`src/rtl/axi_stream_packet_arbiter.sv`:
```
// Packet-level round-robin arbiter for an AXI-Stream M2S mux.
// Picks one upstream source, holds the mux select (addr) until the
// downstream tlast handshake, then inserts one idle cycle before the
// next pick. Optional watchdog (macro AXIS_PACKET_ARB_WATCHDOG_EN)
// releases a lock that has stalled for TIMEOUT cycles.
module axi_stream_packet_arbiter #(
   parameter int NUM     = 8,
   parameter int NSIZE   = (NUM <= 2) ? 1 : (NUM <= 4) ? 2 : (NUM <= 8) ? 3 : (NUM <= 16) ? 4 : 5,
   parameter int TIMEOUT = 1024
) (
   input  logic             aclk,
   input  logic             aresetn,
   input  logic             aclken,
   input  logic [NUM-1:0]   req,
   input  logic             m_tvalid,
   input  logic             m_tready,
   input  logic             m_tlast,
   output logic [NSIZE-1:0] addr,
   output logic             locked,
   output logic [NUM-1:0]   grant,
   output logic             timeout
);

   typedef enum logic {
      IDLE = 1'b0,
      LOCK = 1'b1
   } state_t;

   state_t           state;
   logic [NSIZE-1:0] last;
   logic [NSIZE-1:0] pick;
   logic             beat;
   logic             eop;
   logic             rel;

   assign beat = m_tvalid & m_tready;
   assign eop  = beat & m_tlast;

   // Circular priority search starting just above the previously granted
   // index: the lowest set bit above 'from' wins, otherwise wrap around to
   // the lowest set bit overall.
   function automatic logic [NSIZE-1:0] next_pick(input logic [NUM-1:0] r,
                                                  input logic [NSIZE-1:0] from);
      logic [NSIZE-1:0] sel_hi;
      logic [NSIZE-1:0] sel_any;
      logic             found_hi;
      sel_hi   = '0;
      sel_any  = '0;
      found_hi = 1'b0;
      for (int i = NUM - 1; i >= 0; i--) begin
         if (r[i]) begin
            sel_any = NSIZE'(i);
         end
         if (r[i] && (i > int'(from))) begin
            sel_hi   = NSIZE'(i);
            found_hi = 1'b1;
         end
      end
      return found_hi ? sel_hi : sel_any;
   endfunction

   // Candidate source for the next grant, evaluated every cycle.
   always_comb begin
      pick = next_pick(req, last);
   end

`ifdef AXIS_PACKET_ARB_WATCHDOG_EN
   localparam int WD_W = (TIMEOUT > 1) ? $clog2(TIMEOUT) : 1;

   logic [WD_W-1:0] wd_cnt;
   logic            wd_expire;
   logic            timeout_q;

   // A locked packet that has gone TIMEOUT cycles without any beat is dropped.
   assign wd_expire = (state == LOCK) && !beat && (wd_cnt == WD_W'(TIMEOUT - 1));
   assign rel       = eop | wd_expire;
   assign timeout   = timeout_q;

   // Stall counter: runs only while locked and stalled, zero otherwise.
   always_ff @(posedge aclk or negedge aresetn) begin
      if (!aresetn) begin
         wd_cnt    <= '0;
         timeout_q <= 1'b0;
      end else if (aclken) begin
         timeout_q <= wd_expire;
         if (state == IDLE || beat || wd_expire) begin
            wd_cnt <= '0;
         end else begin
            wd_cnt <= wd_cnt + 1'b1;
         end
      end
   end
`else
   assign rel = eop;
   // Tied low; TIMEOUT has no effect without the watchdog.
   assign timeout = (TIMEOUT < 0);
`endif

   // Two-state packet lock FSM with registered select/lock/grant outputs.
   always_ff @(posedge aclk or negedge aresetn) begin
      if (!aresetn) begin
         state  <= IDLE;
         addr   <= '0;
         locked <= 1'b0;
         grant  <= '0;
         last   <= NSIZE'(NUM - 1);
      end else if (aclken) begin
         case (state)
            IDLE: begin
               if (|req) begin
                  addr   <= pick;
                  locked <= 1'b1;
                  grant  <= NUM'(1) << pick;
                  state  <= LOCK;
               end
            end
            LOCK: begin
               if (rel) begin
                  last   <= addr;
                  locked <= 1'b0;
                  grant  <= '0;
                  state  <= IDLE;
               end
            end
            default: begin
               state <= IDLE;
            end
         endcase
      end
   end

endmodule

```
`config.mk`:
```
export PLATFORM = sky130hd
export DESIGN_NAME = axi_stream_packet_arbiter
export DESIGN_NICKNAME = d
export VERILOG_FILES = /design/src/rtl/axi_stream_packet_arbiter.sv
export SDC_FILE = /design/constraint.sdc
export NUM_CORES = 1
export LEC_CHECK = 0
export ABC_AREA = 0
export BUFFER_PORTS_ARGS = -buffer_cell sky130_fd_sc_hd__buf_2
export CAP_MARGIN = 10
export CORE_MARGIN = 3
export CORE_UTILIZATION = 40
export CTS_BUF_LIST = sky130_fd_sc_hd__clkbuf_16
export DETAILED_ROUTE_END_ITERATION = 6
export PLACE_DENSITY = 0.6
export SLEW_MARGIN = 40
export SYNTH_ARGS = -nofsm -noshare
export SYNTH_HDL_FRONTEND = slang
export SYNTH_SLANG_ARGS = --single-unit
```
`constraint.sdc`:
```
create_clock -name aclk -period 2.64 [get_ports aclk]
set_input_delay 0.792 -clock aclk [delete_from_list [all_inputs] [get_ports aclk]]
set_output_delay 0.792 -clock aclk [all_outputs]
set_load 0.05 [all_outputs]
```
==> results of run 1 <==
stage by stage:
stage,setup WS (ns),std cells
floorplan,0.521,94
global placement,0.290,146
detailed placement,0.298,146
CTS,0.553,150
global route,0.498,150
finish,0.558,150
worst register-to-register path: cells and delay by family, from the launching register on:
family         cells  cell delay (ns)
AO/OA/AOI/OAI      5             0.95
flip-flops         1             0.63
multiplexers       1             0.29
power by group:
group / leakage, nW / internal, W / switching, W / total [W]
sequential: 0.198 / 0.000342 / 0.0000827 / 0.000425
combinational: 0.321 / 0.000214 / 0.000443 / 0.000657
clock: 0.0385 / 0.000201 / 0.0000908 / 0.000291
placed cells by master (no fill, tap or decap), types with 2 or more instances in the layout:
cell,instances
buf_2,25
dfrtp_1,13
nand2_1,9
nor2_1,5
o31ai_1,5
inv_1,4
nor2b_1,4
a21oi_1,4
a32o_1,4
o21ai_1,3
nor3_1,3
mux2_2,3
clkbuf_16,3
dfstp_2,3
buf_4,3
or4_4,2
o21bai_1,2
nand2_2,2
o21ai_0,2
state kept, by name, summed over array words and instances (netlist names):
register,flops
grant,8
addr,3
last,3
locked,1
state,1
cells in the mapped netlist, drive strengths merged (2+ instances only):
cell / count
o31ai: 5
nand2: 11
dfrtp: 13
nor3: 3
o21bai: 2
o21ai: 6
a21oi: 5
a31o: 2
inv: 4
nor2: 6
dfstp: 3
nand2b: 2
or4: 2
a31oi: 2
buf: 4
nor2b: 4
mux2: 3
a32o: 4
final cells by class:
type,instances,area (um^2)
clock buffer,3,75.1
timing repair buffer,28,148
multi-input combinational,70,533
fill,204,1060
sequential,16,404
clock inverter,1,3.75
tap,28,35.0
inverter,4,15.0
worst min path at each step:
stage             start       end  slack, ns  cells past startpoint
3_5_place_dp   grant[2]  grant[2]       0.46                      2
5_1_grt         aresetn  grant[2]       0.47                      1
3_3_place_gp   grant[2]  grant[2]       0.45                      2
2_1_floorplan   aresetn   addr[0]       0.50                      0
4_1_cts         aresetn  grant[6]       0.46                      1
6_report        aresetn  grant[2]       0.45                      1
cells by family (layout without fill, tap and decap cells):
kind of cell,after synthesis,after routing,share of synthesized area (%)
AOI/OAI and AO/OA,32,32,29.6
buffers and inverters,8,36,5.31
DFF,16,16,40.8
muxes,3,3,3.41
other,1,1,0.379
and+or+nand+nor,34,34,20.5
layer usage:
layer / up-vias / wire length, um / global-route usage, %
met5: - / 0 / 0
met1: 381 / 1010 / 18.4
met4: 0 / 21 / 3.82
met2: 19 / 995 / 23.8
met3: 4 / 134 / 6.26
li1: 404 / - / -
==> impl_metrics.yaml, run 1 <==
run_status:
  status: "complete, no violations"
synthesis:
  synth_cells: 94
  syn_avg_cell_area_um2: 10.5
  synth_edf_count: 0
  synthDistinctLibCells: 40
  yosys_most_used_dff: "dfrtp_1"
  synth_area_um2: 990
  yosysTopAreaCellShare_pct: 32.9
  postSynth.asyncResetShare_pct: 100
  yosysTopAreaCell: "dfrtp_1"
  synthTopCellsByArea: "dfrtp_1 33%, dfstp_2 8.0%, a32o_1 4.0%, o31ai_1 3.8%, nand2_1 3.4%"
  syn_nets: 108
  synth-seq-cells: 16
  yosys_warnings: 0
  seq_area_frac_synth_pct: 40.8
cells_and_area:
  nets: 137
  final_util_pct: 53.3
  drive_above_1_share_pct: 41.8
  diodes: 0
  syn_to_final_growth_pct: 22.6
  final_area_um2: 1210
setup_path:
  r2r_setup_slack_ns: 0.65
  worstSetupPathType: "primary input to flop"
  crit_family: "simple AND/OR/NAND/NOR gates"
  cp-startpoint: "req[0]"
  crit_required_ns: 2.77
  cp-end-kind: "flop"
  worst-path-buf-inv: 1
  critical_path_arrival_ns: 2.21
  worstPathCellList: "buf_2 > or4_4 > nand2b_4 > a31oi_4 > nor3_1 > a32o_1"
  crit_slowest_cell: "or4_4"
  cp-start-kind: "primary input"
  r2r_cells: 6
  reg2reg_from: "last[2]"
  worst-path-stages: 6
  cp-endpoint: "grant[3]"
  crit_path_max_fanout: 4
  slowest_delay_ns: 0.56
  r2r-end: "addr[0]"
floorplan:
  core_area_um2: 2280
  die_w_um: 55.7
  core.rowCount: 17
  fp.dieArea_um2: 3110
  dieHeight_um: 55.7
  io_pins: 27
  start_util_pct: 43.5
clock_tree:
  cts.path.max_buffers: 2
  tritoncts: "yes"
  numCtsBuffers: 3
  cts.clk_slew.worst_paths_ns: 0.05
  postCtsSetupRepairBufs: 0
  cts_htree_levels: 1
  cts-resized-gates: 0
  clock_sinks: 16
  clockRootBuffer: "clkbuf_16"
  hold_buffers: 0
  clk_latency_ns: 0.24
timing:
  setup_viol: 0
  finClkSkew_ns: 0.00163
  slew_headroom_pct: 62.5
  period_minus_slack_ns: 2.08
  final_hold_viol_count: 0
  whs_ns: 0.450
  fin_crit_sh_pct: 78.9
  tightest_slew_ns: 0.560
  rsz0062_at_grt: "no"
  setup_tns_ns: 0
  max_freq_mhz: 480
  drv_slew: 0
place:
  place_area_um2: 1130
  gp_congestion: 0.755
  dp_hpwl_mm: 1.65
  port_buffers: 25
routing:
  ant_nets: 0
  wirelength_mm: 2.16
  num_vias: 808
  drcViolationCount: 0
  via_per_inst: 5.39
  dr.pass1.iters: 4
  wl_per_cell_um: 14.4
  first_iter_violations: 25
pwr:
  p_leak_nw: 0.557
  power.total_w: 0.00137
  power.density_nw_per_um2: 1130
  ir_worst_vdd_v: 0.000688
grt:
  antenna_found_initial: 0
  grt_first_pass_wirelength_mm: 3.68
  grt_usage_pct: 14.9
  grt_pass1_vias: 804
  grt_max_degree: 17
  grt-ovfl-total: 0
min_path:
  hp-class: "primary input to asynchronous set/reset pin"
run:
  drv_cap: 0
Power figures use the tool's default switching activity.
==> run 2: changes to the inputs <==
Settings changed: PLACE_DENSITY 0.6 to 0.62.
Clock period 2.64 ns to 1.75 ns, I/O delays scaled along.
==> impl_metrics.yaml, run 2 (same netlist as run 1, synthesis figures left out) <==
routing:
  ant_nets: 0
  via_per_inst: 5.22
  drcViolationCount: 0
  first_iter_violations: 11
  num_vias: 893
  wl_per_cell_um: 13.6
  dr.pass1.iters: 4
  wirelength_mm: 2.32
timing:
  max_freq_mhz: 516
  setup_viol: 9
  fin_crit_sh_pct: 111
  period_minus_slack_ns: 1.94
  final_hold_viol_count: 0
  drv_slew: 0
  rsz0062_at_grt: "yes"
  finClkSkew_ns: 0.00121
  worst_slack_ns: -0.190
cells_and_area:
  fin_cells: 171
  syn_to_final_growth_pct: 40.8
  diodes: 0
  drive_above_1_share_pct: 53.8
  layout_common_cells: "25 x buf_2, 24 x buf_4, 13 x dfrtp_1"
  fill_cells: 195
  nets: 158
  largest_register: "grant"
  final_util_pct: 61.2
  final_common_cell: "buf_2"
  final_area_um2: 1390
  largest_reg_flops: 8
  reg_top3: "grant x8, addr x3, last x3"
place:
  pre_cts_ws_ns: -0.273
  place_area_um2: 1300
  place_inst: 167
  dp_hpwl_mm: 1.89
  port_buffers: 25
  gp_congestion: 0.773
clock_tree:
  cts.clk_slew.worst_paths_ns: 0.05
  numCtsBuffers: 3
  clock_sinks: 16
  cts.path.max_buffers: 2
  cts_htree_levels: 1
  clk_latency_ns: 0.24
  tritoncts: "yes"
  clockRootBuffer: "clkbuf_16"
  hold_buffers: 0
  postCtsSetupRepairBufs: 0
setup_path:
  crit_family: "compound AO/OA/AOI/OAI gates"
  slowest_delay_ns: 0.57
  crit_slowest_cell: "dfstp_2"
  critical_path_arrival_ns: 2.06
  cp-end-kind: "flop"
  cp-start-kind: "flop"
  crit_required_ns: 1.88
  worst-path-buf-inv: 1
  worst-path-stages: 7
  crit_path_max_fanout: 9
  reg2reg_from: "last[0]"
  cp-startpoint: "last[0]"
  r2r_cells: 7
  worstPathCellList: "and4b_1 > a221o_1 > o21ai_1 > o311a_2 > o41ai_4 > buf_4 > mux2_2"
  r2r_setup_slack_ns: -0.19
  worstSetupPathType: "flop to flop"
min_path:
  hp-class: "primary input to asynchronous set/reset pin"
grt:
  grt_usage_pct: 16.1
  antenna_found_initial: 0
  grt_pass1_vias: 867
  grt_max_degree: 17
  grt_first_pass_wirelength_mm: 4.00
  grt-ovfl-total: 0
floorplan:
  die_w_um: 55.7
  core.rowCount: 17
  io_pins: 27
  fp.dieArea_um2: 3110
  core_area_um2: 2280
  start_util_pct: 43.5
  dieHeight_um: 55.7
run_status:
  violations: "setup timing"
  status: "complete, but fails checks"
pwr:
  ir_worst_vdd_v: 0.00111
  power.density_nw_per_um2: 1620
  p_leak_nw: 0.668
run:
  drv_cap: 0
-- run 2: through the flow --
stage / total power, W / hold slack (ns) / TNS, ns
after global placement: 0.00179 / 0.451 / -2.42
after detailed placement: 0.00181 / 0.456 / -2.65
after global routing: 0.00240 / 0.207 / -1.98
after floorplan: 0.00143 / 0.229 / -0.463
after CTS: 0.00226 / 0.192 / -1.39
final: 0.00226 / 0.182 / -1.36
-- run 2: worst reg2reg max path, delay by kind of cell (launching register included) --
kind | cells | cell delay (ns)
and+or+nand+nor | 1 | 0.20
buffers and inverters | 1 | 0.18
DFF | 1 | 0.57
muxes | 1 | 0.26
AOI/OAI and AO/OA | 4 | 0.62
-- run 2: repair_timing --
item	in CTS	in global routing
endpoints found under the setup margin	9	10
pin swaps	1	1
hold endpoints to repair	0	0
gates resized for setup	0	4
-- run 2: area by class of cell --
class / instances / area (um^2) / share of cell area (%)
clock buffer: 3 / 75.1 / 5.39
clock inverter: 1 / 3.75 / 0.269
inverter: 4 / 15.0 / 1.08
multi-input combinational: 70 / 556 / 39.9
sequential: 16 / 404 / 29.0
tap: 28 / 35.0 / 2.51
timing repair buffer: 49 / 305 / 21.9
-- run 2: worst paths after layout --
| path | endpoint |
|---|---|
| max | addr[0] |
| min | addr[2] |
| max reg2reg | addr[0] |
| min reg2reg | locked |
| max in group asynchronous | last[1] |
| min in group aclk | locked |
-- run 2: power breakdown --
part           switching [W]  internal (W)  total, W
clock network       0.000131      0.000302  0.000433
registers          0.0000996      0.000515  0.000615
logic               0.000748      0.000466   0.00121
total               0.000979       0.00128   0.00226
-- run 2: routing by layer --
metal | global-route usage (%) | up-vias | wire, um
met2 | 26.9 | 17 | 1120
li1 | - | 445 | -
met4 | 2.08 | 0 | 0
met1 | 21.1 | 431 | 1100
met5 | 0 | - | 0
met3 | 4.64 | 0 | 98
==> run 3: changes to the inputs <==
Settings changed: CTS_BUF_LIST sky130_fd_sc_hd__clkbuf_16 to not set.
==> impl_metrics.yaml, run 3 (same netlist as run 1, synthesis figures left out) <==
cells_and_area:
  final_common_cell: "buf_2"
  final_util_pct: 59.9
  syn_to_final_growth_pct: 37.7
  nets: 158
  reg_top3: "grant x8, addr x3, last x3"
  largest_register: "grant"
  fill_cells: 197
  diodes: 0
  largest_reg_flops: 8
  regArea_um2: 404
  drive_above_1_share_pct: 55.9
  multi_input_area_um2: 563
  layout_common_cells: "25 x buf_2, 23 x buf_4, 13 x dfrtp_1"
timing:
  setup_viol: 9
  rsz0062_at_grt: "yes"
  final_hold_viol_count: 0
  drv_slew: 0
  finClkSkew_ns: 0.00771
  setup_tns_ns: -1.14
  fin_crit_sh_pct: 110
  worst_slack_ns: -0.170
  period_minus_slack_ns: 1.92
  max_freq_mhz: 521
grt:
  grt_first_pass_wirelength_mm: 3.99
  grt_usage_pct: 16.3
  antenna_found_initial: 0
  grt_pass1_vias: 846
  grt_max_degree: 17
  grt-ovfl-total: 0
floorplan:
  io_pins: 27
  core.rowCount: 17
  start_util_pct: 43.5
  die_w_um: 55.7
  fp.dieArea_um2: 3110
  core_area_um2: 2280
  dieHeight_um: 55.7
routing:
  dr.pass1.iters: 4
  ant_nets: 0
  wirelength_mm: 2.39
  first_iter_violations: 20
  drcViolationCount: 0
  wl_per_cell_um: 14.0
  num_vias: 900
  via_per_inst: 5.26
clock_tree:
  clk_latency_ns: 0.28
  cts.path.max_buffers: 2
  clock_sinks: 16
  cts.clk_slew.worst_paths_ns: 0.10
  hold_buffers: 0
  clockRootBuffer: "clkbuf_4"
  tritoncts: "yes"
  numCtsBuffers: 3
  cts_htree_levels: 1
setup_path:
  crit_slowest_cell: "dfstp_2"
  crit_required_ns: 1.92
  cp-end-kind: "flop"
  worstPathCellList: "and4b_1 > a221o_1 > o21ai_1 > o311a_2 > o41ai_4 > buf_6 > mux2_2"
  cp-start-kind: "flop"
  critical_path_arrival_ns: 2.09
  worstSetupPathType: "flop to flop"
  r2r_setup_slack_ns: -0.17
  slowest_delay_ns: 0.59
  worst-path-buf-inv: 1
  crit_path_max_fanout: 9
  crit_family: "compound AO/OA/AOI/OAI gates"
pwr:
  power.density_nw_per_um2: 1530
  p_leak_nw: 0.655
  power.total_w: 0.00209
  ir_worst_vdd_v: 0.000979
run:
  drv_cap: 0
place:
  dp_hpwl_mm: 1.89
  gp_congestion: 0.773
  port_buffers: 25
run_status:
  status: "complete, but fails checks"
  violations: "setup timing"
min_path:
  hp-class: "primary input to asynchronous set/reset pin"
## run 3: layout make-up
class | instances | area share, %
Multi-Input combinational cell | 70 | 41.3
Sequential cell | 16 | 29.7
Timing Repair Buffer | 49 | 22.7
Clock buffer | 4 | 2.66
Tap cell | 28 | 2.57
Inverter | 4 | 1.10
## run 3: per-stage QoR
step,instances,area [um^2],setup slack (ns),hold slack (ns)
6_report,171,1360,-0.170,0.131
5_1_grt,171,1360,-0.230,0.133
3_3_place_gp,167,1300,-0.249,0.451
4_1_cts,171,1340,-0.159,0.142
3_5_place_dp,167,1300,-0.273,0.456
2_1_floorplan,94,993,-0.0711,0.229
## run 3: worst paths after layout
kind,startpoint,to,depth (start not counted)
min,aresetn,addr[2],1
min in group aclk,grant[2],grant[2],2
max,last[0],addr[0],7
max reg2reg,last[0],addr[0],7
max in group asynchronous,aresetn,last[1],1
min reg2reg,grant[2],grant[2],2
## run 3: repair_timing
item / CTS / global route
resized for setup: 2 / 5
endpoints found under the hold margin: 0 / 0
buffers inserted: 0 / 0
setup endpoints to repair: 9 / 10
pin swaps: 1 / 1
## run 3: per-layer routing
layer	GRT usage (%)	vias up	share of wire, %
li1	-	446	-
met1	21.4	431	46
met2	25.8	21	48
met3	5.34	2	5.5
met4	4.17	0	0.63
met5	0	-	0
## run 3: power breakdown
group | total [W] | internal, W | switching (W)
clock network | 0.000240 | 0.000127 | 0.000114
logic | 0.00124 | 0.000477 | 0.000762
registers | 0.000611 | 0.000513 | 0.0000980
